$ cat config.mk
export PLATFORM = sky130hd
export DESIGN_NAME = div_ctrl
export DESIGN_NICKNAME = d
export VERILOG_FILES = /design/src/rtl/div_ctrl.sv
export SDC_FILE = /design/constraint.sdc
export NUM_CORES = 1
export LEC_CHECK = 0
export BUFFER_PORTS_ARGS = -buffer_cell sky130_fd_sc_hd__buf_2
export CAP_MARGIN = 0
export CORE_MARGIN = 1
export CORE_UTILIZATION = 64
export CTS_CLUSTER_DIAMETER = 200
export CTS_CLUSTER_SIZE = 12
export DETAILED_ROUTE_END_ITERATION = 8
export PLACE_DENSITY = 0.86
export SYNTH_ARGS = -nofsm -noshare
export SYNTH_HDL_FRONTEND = slang
export SYNTH_SLANG_ARGS = --single-unit
$ cat constraint.sdc
create_clock -name clock -period 13.2 [get_ports clock]
set_clock_uncertainty 0.05 [all_clocks]
set_input_delay 0.66 -clock clock [delete_from_list [all_inputs] [get_ports clock]]
set_output_delay 0.66 -clock clock [all_outputs]
set_load 0.01 [all_outputs]
$ cat src/rtl/div_ctrl.sv
`default_nettype none
// ============================================================================
//  Module   : div_ctrl
//  Purpose  : Sequencer for the iterative restoring divider in pipe3.
//             Captures operand magnitudes on a valid DIV/DIVU and produces
//             one quotient bit per cycle. It holds ready_to_go low until the
//             signed-corrected result is ready, then strobes the HI/LO write
//             when pipe3 is accepted downstream.
//  Ports    : clock, reset        - clock / synchronous active-high reset
//             valid, div_op       - pipe3 holds a valid DIV/DIVU instruction
//             unsigned_op         - 1 = DIVU, 0 = DIV
//             vsrc1, vsrc2        - dividend (rs), divisor (rt)
//             flush               - exception/eret cancel of pipe3
//             allow_out           - downstream accepts pipe3 this cycle
//             ready_to_go         - pipe3 may advance
//             busy, done          - iterating / result waiting for accept
//             hilo_we             - one-cycle HI/LO write strobe
//             quotient, remainder - results to LO / HI
//  Revision : 1.0 - initial release
// ============================================================================
module div_ctrl #(
   parameter int WIDTH = 32
) (
   input  logic             clock,
   input  logic             reset,
   input  logic             valid,
   input  logic             div_op,
   input  logic             unsigned_op,
   input  logic [WIDTH-1:0] vsrc1,
   input  logic [WIDTH-1:0] vsrc2,
   input  logic             flush,
   input  logic             allow_out,
   output logic             ready_to_go,
   output logic             busy,
   output logic             done,
   output logic             hilo_we,
   output logic [WIDTH-1:0] quotient,
   output logic [WIDTH-1:0] remainder
);

   localparam int                 c_CNT_W = $clog2(WIDTH) + 1;
   localparam logic [c_CNT_W-1:0] c_LAST  = c_CNT_W'(WIDTH - 1);

   typedef enum logic [1:0] {
      S_IDLE = 2'd0,
      S_CALC = 2'd1,
      S_DONE = 2'd2
   } state_t;

   state_t r_state;
   state_t w_state_nxt;

   // r_dvd starts as the dividend magnitude; each step shifts its MSB into
   // the partial remainder and the new quotient bit in at the LSB, so after
   // WIDTH steps it holds the unsigned quotient.
   logic [WIDTH-1:0]   r_dvd;
   logic [WIDTH-1:0]   r_dvs;
   logic [WIDTH-1:0]   r_prem;
   logic [c_CNT_W-1:0] r_cnt;
   logic               r_sign1;
   logic               r_sign2;
   logic               r_uns;
   logic               r_dvs_zero;

   logic               w_start;
   logic               w_last;
   logic               w_qbit;
   logic [WIDTH:0]     w_shift;
   logic [WIDTH:0]     w_diff;
   logic [WIDTH-1:0]   w_abs1;
   logic [WIDTH-1:0]   w_abs2;
   logic [WIDTH-1:0]   w_q_mag;
   logic [WIDTH-1:0]   w_r_mag;
   logic [WIDTH-1:0]   w_q_fix;
   logic [WIDTH-1:0]   w_r_fix;

   assign w_start = (r_state == S_IDLE) & valid & div_op & ~flush;
   assign w_last  = (r_cnt == c_LAST);

   assign w_abs1 = (~unsigned_op & vsrc1[WIDTH-1]) ? -vsrc1 : vsrc1;
   assign w_abs2 = (~unsigned_op & vsrc2[WIDTH-1]) ? -vsrc2 : vsrc2;

   // Trial subtraction is done at WIDTH+1 bits so the sign bit of w_diff
   // tells whether the divisor fits into the shifted partial remainder.
   assign w_shift = {r_prem, r_dvd[WIDTH-1]};
   assign w_diff  = w_shift - {1'b0, r_dvs};
   assign w_qbit  = ~w_diff[WIDTH];
   assign w_q_mag = {r_dvd[WIDTH-2:0], w_qbit};
   assign w_r_mag = w_qbit ? w_diff[WIDTH-1:0] : w_shift[WIDTH-1:0];

   // With a zero divisor the remainder magnitude ends up as |dividend|, so
   // re-applying the dividend sign reproduces the captured vsrc1 exactly
   // (including the most negative value, which is its own negation).
   assign w_q_fix = r_dvs_zero ? {WIDTH{1'b1}} :
                    ((~r_uns & (r_sign1 ^ r_sign2)) ? -w_q_mag : w_q_mag);
   assign w_r_fix = (~r_uns & r_sign1) ? -w_r_mag : w_r_mag;

   // ---------------------------------------------------------------- FSM
   always_ff @(posedge clock) begin
      if (reset) begin
         r_state <= S_IDLE;
      end else begin
         r_state <= w_state_nxt;
      end
   end

   always_comb begin
      w_state_nxt = r_state;
      if (flush) begin
         w_state_nxt = S_IDLE;
      end else begin
         case (r_state)
            S_IDLE:  if (w_start)   w_state_nxt = S_CALC;
            S_CALC:  if (w_last)    w_state_nxt = S_DONE;
            S_DONE:  if (allow_out) w_state_nxt = S_IDLE;
            default: w_state_nxt = S_IDLE;
         endcase
      end
   end

   // ----------------------------------------------------------- datapath
   always_ff @(posedge clock) begin
      if (reset) begin
         r_dvd      <= '0;
         r_dvs      <= '0;
         r_prem     <= '0;
         r_cnt      <= '0;
         r_sign1    <= 1'b0;
         r_sign2    <= 1'b0;
         r_uns      <= 1'b0;
         r_dvs_zero <= 1'b0;
         quotient   <= '0;
         remainder  <= '0;
      end else if (w_start) begin
         r_dvd      <= w_abs1;
         r_dvs      <= w_abs2;
         r_prem     <= '0;
         r_cnt      <= '0;
         r_sign1    <= vsrc1[WIDTH-1];
         r_sign2    <= vsrc2[WIDTH-1];
         r_uns      <= unsigned_op;
         r_dvs_zero <= (vsrc2 == '0);
      end else if ((r_state == S_CALC) && !flush) begin
         r_prem <= w_r_mag;
         r_dvd  <= w_q_mag;
         r_cnt  <= r_cnt + 1'b1;
         if (w_last) begin
            quotient  <= w_q_fix;
            remainder <= w_r_fix;
         end
      end
   end

   // ------------------------------------------------------------ outputs
   assign busy        = (r_state == S_CALC);
   assign done        = (r_state == S_DONE);
   assign hilo_we     = done & allow_out & ~flush;
   assign ready_to_go = ~(valid & div_op) | done;

endmodule
`default_nettype wire

Word-level counts from Yosys, hierarchy flattened:

Cells that the tools add are included.
W data, S select, Z words.

* bits in latches: 0
* word-level logic and storage cells: 62
* ROM bits: 0
* output and inout bits: 68
* memories kept: 0
* memory bits (writable): 0
* flip-flop bits (word level): 172

* muxes and demuxes: 12
* div/mod/pow operators: 0
* equal/unequal tests: 6
* multiply operators: 0
* magnitude comparators: 0
* shift operators: 0
* add/subtract/negate cells: 6
* reductions and logical operators: 9
* bitwise logic cells: 18

Operators with widths (number)
* $mux W32: 8
* $neg A32 Y32: 4
* $sub A33 B32 Y33: 1
* $logic_not A32 Y1: 1
* $and A1 B1 Y1: 10
* $add A6 B1 Y6 const B: 1
* $eq A6 B5 Y1 const B: 1
* $mux W2: 3
* $not A1 Y1: 6
* $pmux W2 S3: 1
* $reduce_and A3 Y1: 2
* $ne A2 B2 Y1 const B: 2
* $reduce_or A2 Y1: 2
* $eq A2 B1 Y1 const B: 1
* $eq A2 B2 Y1 const B: 1
* $logic_not A2 Y1: 1
* $ne A2 B1 Y1 const B: 1
* $reduce_bool A2 Y1: 1
* $logic_and A1 B1 Y1: 1
* $logic_not A1 Y1: 1
* $or A1 B1 Y1: 1
* $xor A1 B1 Y1: 1

Longest topological paths before layout:

Gate-level depths: netlist of run 1.

* depth in word-level cells: 6
* gate-level depth with buffers: 22
* mapped depth without buffers: 19

Least setup slack after synthesis of run 1:

No wires, ideal clock.

* path kind: flip-flop to flip-flop
* start: register r_dvd[31]
* end: register remainder[28]
* cell stages (with the launch flop): 22
* data required time: 13034 ps
* data arrival time: 4710 ps
* setup slack: 8325 ps
* buffers on the path: 3
* clock period less this slack: 4875 ps
* library setup time: 116 ps
* cells stage by stage: dfxtp_1 -> inv_1 -> ha_1 -> fa_1 -> nand2b_1 -> a211oi_4 -> o2111a_2 -> o2111ai_1 -> a211oi_2 -> inv_2 -> buf_2 -> clkbuf_1 -> clkbuf_1 -> a21oi_1 -> ha_1 -> nand3_1 -> mux2_4 -> a2111oi_4 -> nand3_1 -> nor3b_1 -> o211ai_1 -> and3_1

* word-level cells in the longest chain between the ends: 4

Ends and longest elaborated chain
* start: declaration: line 56 `logic [WIDTH-1:0] r_dvd;`
* start signal: assignment: line 135 `r_dvd <= w_abs1;`
* start signal: assignment: line 145 `r_dvd <= w_q_mag;`
* $sub A33 B32 Y33: line 86 `assign w_diff = w_shift - {1'b0, r_dvs};`
* $mux W32 *: line 89 `assign w_r_mag = w_qbit ? w_diff[WIDTH-1:0] : w_shift[WIDTH-1:0];`
* $neg A32 Y32: line 96 `assign w_r_fix = (~r_uns & r_sign1) ? -w_r_mag : w_r_mag;`
* $mux W32 *: line 96
* end signal: assignment: line 149 `remainder <= w_r_fix;`
* end: declaration: line 38 `output logic [WIDTH-1:0] remainder`

Mark *: on every way between the ends. The rest lies on a longest branch, timed or not.
A chain may end at the register's enable or synchronous reset.

Worst setup path after layout of run 1:

* start: register r_dvd[31]
* end: register quotient[30]

* word-level cells in the longest chain between the ends: 5

Ends and longest elaborated chain
* $sub A33 B32 Y33: line 86
* $not A1 Y1: line 87 `assign w_qbit = ~w_diff[WIDTH];`
* $neg A32 Y32: line 95 `((~r_uns & (r_sign1 ^ r_sign2)) ? -w_q_mag : w_q_mag);`
* $mux W32: line 95
* $mux W32: line 94 `assign w_q_fix = r_dvs_zero ? {WIDTH{1'b1}} :`
* end signal: assignment: line 148 `quotient <= w_q_fix;`
* end: declaration: line 37 `output logic [WIDTH-1:0] quotient,`

Every way passes these cells.

==> run metrics, run 1 <==
status complete, but fails checks; failing checks design-rule violations; nets 1,775; switching power total 561 uW; total track usage 36.5%; Syn Nets 1,702; GR Util met2 57.1%; TritonRoute pass-1 iters 8; Critical Path Start Type flop; vias in the first global route 11,081; CP max-delay cell buf_4; asr flop ratio synth 0%; # DRC 7; grt met1 use 49.1%; maximum fanout along the worst path 49; Syn Area/Cell 7.50 um2; Synth Register Bits 172; Inserted Clock Buffers 17; die width 139 um; Comb pwr share 32.1%; clk slew on worst S/H paths 0.07 ns; commonest register cell after synthesis dfxtp_1; critical path capture point type flop; Worst path max stage delay 0.45 ns; antenna viol nets, final 0; Max Root-Sink Buffers 2; internal power 962 uW; min Tclk post-route 5.53 ns; kind of critical path flop to flop; first-pass GRT wire length 56.5 mm; Tightest Hold Check Type flop to flop; routability cong. 0.963; peak supply drop 106 uV; I/O pin total 139; R2R depth 20; site row count 49; Total Wirelength 35.2 mm; final instance area 13,200 um2; Sw Share 36.8%; DIE HEIGHT 139 um; PortBufs 138; initial core utilization 65.9%; yosys warns 0; LEAKAGE 0.00508 uW; layer with the highest usage met2; # diodes 0; CP bufs+invs 4; register share of total power 35.8%; cell depth of the worst setup path 20; final period utilization 41.9%; number of library cell types mapped by synthesis 87; Setup Fix Bufs, Post-CTS 0; hold-fix buffers at CTS 0; Clock Power Share 32.1%; H-tree lvl count 4; Vias 12,214; WP data arrival 5.84 ns; CP required 13.51 ns; Least-Margin Pin Slew 1.22 ns; RSZ-0062 raised after global routing no; Worst-Skew Late Latency 0.44 ns; sequential area share after synthesis 28.8%; Design Power 1520 uW; fin. max-slew vios 0; critical path cell sequence inv_1 -> ha_1 -> fa_1 -> nand2b_1 -> a211oi_4 -> o2111ai_1 -> a21oi_1 -> a211oi_4 -> buf_4 -> inv_2 -> buf_4 -> ha_1 -> and2_1 -> nand2_1 -> nor2b_1 -> nand2_1 -> o41ai_1 -> o21ai_0 -> xnor2_1 -> a211oi_1; Top delay family on crit path compound AO/OA/AOI/OAI gates; final global-route overflow total 0; Clock Sinks 172; Syn Inst Count 1,593; ratio of cells with drive above 1 in the final layout 12.9%; via density per instance 6.40; final core utilization 72.8%; Final Hold Fails 0; met3 GRT Util 7.94%; WL/cell 18.4 um; Mapped Area 12,000 um2; Final setup viols 0; maxcap violations 0; max frequency 0.181 GHz; hold path depth 2; worst rel slew slack 18.7%; number of synthesized flops with an enable pin 0; initial antenna violation count 2; DP HPWL 26.2 mm; Die Footprint 19,200 um2; setup_tns 0 ns; pwr/cell area 115 nW/um2; largest net degree at the start of global routing 101; root buffer cell clkbuf_16; post-CTS sizing 0; area grow syn2layout 10.6%; Placeable Area 18,100 um2; DRT iter0 DRCs 1,197; CTS tree yes; Placed Area 12,600 um2
tightest hold or removal path: stages (launching register included):
cell and delay (ns):
dfxtp_1 0.31, nand2_1 0.05, a21oi_1 0.05
state kept, by name (all words and copies together) (netlist names):
register / flops
r_dvd: 32
quotient: 32
r_sign1: 1
r_dvs: 32
r_state: 2
r_sign2: 1
r_dvs_zero: 1
remainder: 32
r_cnt: 6
r_uns: 1
r_prem: 32
metal layers:
metal / vias to the layer above / routed length (um)
li1: 5939 / -
met1: 5702 / 15600
met2: 489 / 15600
met3: 82 / 2980
met4: 2 / 1010
met5: - / 9
cells by family (layout without fill, tap and decap cells):
| group | count (synthesis) | in the layout | share of synthesized area [%] |
|---|---|---|---|
| xor+xnor | 121 | 121 | 8.87 |
| simple gates | 623 | 623 | 24.4 |
| fa+ha+maj | 38 | 38 | 4.04 |
| compound gates | 463 | 463 | 26.8 |
| buf+inv | 156 | 242 | 5.33 |
| flops | 172 | 172 | 28.8 |
| mux | 20 | 20 | 1.76 |
power groups by stage:
stage	combinational [uW]	clock, uW	sequential [uW]
2_1_floorplan	360	0	552
3_3_place_gp	467	0	556
3_5_place_dp	473	0	557
4_1_cts	478	490	545
5_1_grt	529	510	547
6_report	489	488	545
Yosys cell counts, drive strengths merged (20+ instances only):
| cell type | number | area (um2) |
|---|---|---|
| a211oi | 96 | 748 |
| xor2 | 53 | 464 |
| clkbuf | 81 | 305 |
| a311oi | 24 | 210 |
| xnor2 | 68 | 596 |
| nor2 | 218 | 818 |
| dfxtp | 172 | 3440 |
| or3 | 23 | 144 |
| nand2 | 166 | 623 |
| inv | 58 | 218 |
| a21oi | 136 | 692 |
| ha | 37 | 463 |
| a31oi | 21 | 131 |
| o31ai | 24 | 185 |
| nor4 | 20 | 125 |
| nor3 | 54 | 270 |
| o21ai | 57 | 285 |
| nand3 | 32 | 170 |
final cells by class:
type,instances,area (um2)
repair buffers,152,798
clock inverters,14,130
multi-input cells,1265,7900
inverters,58,218
clock buffers,18,439
flip-flops and latches,172,3440
fillers,1454,4930
well taps,229,287
path summary, 6_finish.rpt:
| check | startpoint | endpoint | slack [ns] |
|---|---|---|---|
| setup / recovery | r_dvd[31]$_SDFFE_PP0P_ | quotient[30]$_SDFFE_PP0P_ | 7.67 |
| hold / removal | remainder[15]$_SDFFE_PP0P_ | remainder[15]$_SDFFE_PP0P_ | 0.40 |
| setup reg to reg | r_dvd[31]$_SDFFE_PP0P_ | quotient[30]$_SDFFE_PP0P_ | 7.67 |
| hold reg to reg | remainder[15]$_SDFFE_PP0P_ | remainder[15]$_SDFFE_PP0P_ | 0.40 |
cells in the final DEF (no fill, tap or decap), drive strengths merged, types with 18 or more instances in the layout:
cell type	Yosys	layout
o31ai	24	24
a211oi	96	96
clkbuf	81	18
nand3	32	32
o21ai	57	57
nor2	218	218
inv	58	64
nor3	54	54
buf	17	152
xnor2	68	68
a21oi	136	136
or3	23	23
xor2	53	53
nand2	166	166
a31oi	21	21
nor4	20	20
dfxtp	172	172
ha	37	37
a311oi	24	24
stage by stage:
step / std cells / setup WS, ns / hold WS (ns)
floorplan: 1593 / 8.32 / 0.382
global placement: 1876 / 8.10 / 0.387
detailed placement: 1876 / 7.86 / 0.395
CTS: 1908 / 7.78 / 0.403
global route: 1908 / 7.25 / 0.424
finish: 1908 / 7.67 / 0.400
Note: power is estimated with default switching activity, not from simulation.
==> run 2, diff against run 1 <==
Settings changed: CORE_UTILIZATION 64 to 54, PLACE_DENSITY 0.86 to 0.78.
Clock period 13.2 ns to 4.7 ns, I/O delays scaled along.
==> run metrics, run 2 (synthesized netlist as in run 1, its figures left out) <==
CP required 4.93 ns (was 13.51 ns); site row count 54 (was 49); Placed Area 12,800 um2 (was 12,600 um2); WP data arrival 4.81 ns (was 5.84 ns); root buffer cell clkbuf_16 (unchanged); # diodes 0 (unchanged); setup ws final 0.119 ns (was 7.67 ns); TritonRoute pass-1 iters 5 (was 8); pre-CTS setup slack 0.0604 ns (was 7.86 ns); antenna viol nets, final 0 (unchanged); total track usage 32.4% (was 36.5%); Vias 12,436 (was 12,214); final core utilization 62.1% (was 72.8%); maximum fanout along the worst path 6 (was 49); initial core utilization 54.9% (was 65.9%); I/O pin total 139 (unchanged); Die Footprint 22,700 um2 (was 19,200 um2); Placeable Area 21,800 um2 (was 18,100 um2); clk slew on worst S/H paths 0.07 ns (about the same); final global-route overflow total 0 (unchanged); Critical Path Start Type flop (unchanged); final period utilization 97.5% (was 41.9%); final instance area 13,500 um2 (was 13,200 um2); area grow syn2layout 13.1% (was 10.6%); most frequent cells in the layout nor2_1, dfxtp_1, nand2_1 (unchanged); worst rel slew slack 27.1% (was 18.7%); pwr/cell area 328 nW/um2 (was 115 nW/um2); Final Hold Fails 0 (unchanged); ratio of cells with drive above 1 in the final layout 14.1% (was 12.9%); die width 151 um (was 139 um); routability cong. 0.986 (was 0.963); max frequency 0.218 GHz (was 0.181 GHz); DP HPWL 27.7 mm (was 26.2 mm); Worst-Skew Late Latency 0.44 ns (about the same); Inserted Clock Buffers 17 (unchanged); final cell count without fillers 1,973 (was 1,908); kind of critical path flop to flop (unchanged); first-pass GRT wire length 57.8 mm (was 56.5 mm); Design Power 4440 uW (was 1520 uW); PortBufs 138 (unchanged); placed cells 1,940 (was 1,876); # fillers 1,951 (was 1,454); commonest non-fill, non-tap cell in the layout nor2_1 (unchanged); Final setup viols 0 (unchanged); critical path capture point type flop (unchanged); Tightest Hold Check Type input pin to flop (was flop to flop); # DRC 0 (was 7); LEAKAGE 0.00519 uW (was 0.00508 uW); vias in the first global route 11,128 (was 11,081); peak supply drop 196 uV (was 106 uV); initial antenna violation count 0 (was 2); fin. max-slew vios 0 (unchanged); Total Wirelength 37.0 mm (was 35.2 mm); CTS tree yes (unchanged); Clock Sinks 172 (unchanged); DIE HEIGHT 151 um (was 139 um); WL/cell 18.8 um (was 18.4 um); via density per instance 6.30 (was 6.40); H-tree lvl count 4 (unchanged); min Tclk post-route 4.58 ns (was 5.53 ns); DRT iter0 DRCs 1,129 (was 1,197); status complete, no violations (was complete, but fails checks); largest net degree at the start of global routing 86 (was 101); Least-Margin Pin Slew 1.09 ns (was 1.22 ns); Setup Fix Bufs, Post-CTS 0 (unchanged); nets 1,789 (was 1,775); Max Root-Sink Buffers 2 (unchanged); maxcap violations 0 (unchanged)
==> run 2: per-layer routing <==
| layer | share of wire [%] | track usage (%) | wire length [um] |
|---|---|---|---|
| met2 | 44 | 50.1 | 16400 |
| met3 | 8.1 | 4.52 | 2980 |
| met4 | 3.5 | 12.8 | 1290 |
| met1 | 44 | 45.4 | 16300 |
| met5 | 0 | 0 | 0 |
==> run 2: area by class of cell <==
type,count,area [um2],area share (%)
timing repair buffer,166,933,6.91
sequential,172,3440,25.5
clock inverter,11,128,0.944
clock buffer,21,460,3.41
tap,280,350,2.59
inverter,58,220,1.63
multi-input combinational,1265,7980,59.0
==> run 2: repair_timing <==
action                     4_1_cts  5_1_grt
hold buffers                     0        0
resized for setup                0       11
setup endpoints to repair        0        9
==> run 2: stage by stage <==
stage,TNS (ns),hold slack (ns)
2_1_floorplan,0,0.264
6_report,0,0.0230
3_3_place_gp,0,0.387
3_5_place_dp,0,0.398
5_1_grt,-0.0734,0.0414
4_1_cts,0,0.0197
==> run 2: power by group <==
group	internal, uW	switching, uW
clock	777	657
sequential	1490	46.1
combinational	556	910
total	2820	1610
==> run 2: worst paths after layout <==
check | from | endpoint | slack, ns | cells after the start
worst max register to register | r_dvd[31]$_SDFFE_PP0P_ | remainder[20]$_SDFFE_PP0P_ | 0.12 | 19
worst max-delay path | r_dvd[31]$_SDFFE_PP0P_ | remainder[20]$_SDFFE_PP0P_ | 0.12 | 19
worst min-delay path | flush | r_state[1]$_SDFFE_PP0P_ | 0.02 | 2
worst min register to register | remainder[11]$_SDFFE_PP0P_ | remainder[11]$_SDFFE_PP0P_ | 0.40 | 2
==> run 2: worst max-delay path, stage by stage, from the launching register on <==
cell and delay (ns):
dfxtp_2 0.38, inv_1 0.07, ha_1 0.24, fa_1 0.43, nand2b_4 0.20, a211oi_4 0.28
o2111a_2 0.27, o2111ai_2 0.18, a211oi_4 0.33, inv_4 0.13, a21oi_4 0.23, ha_4 0.18
nand3_1 0.08, mux2_4 0.34, a2111oi_4 0.37, buf_4 0.19, a31oi_1 0.11, xor2_1 0.18
nand2_1 0.08, a21oi_1 0.06
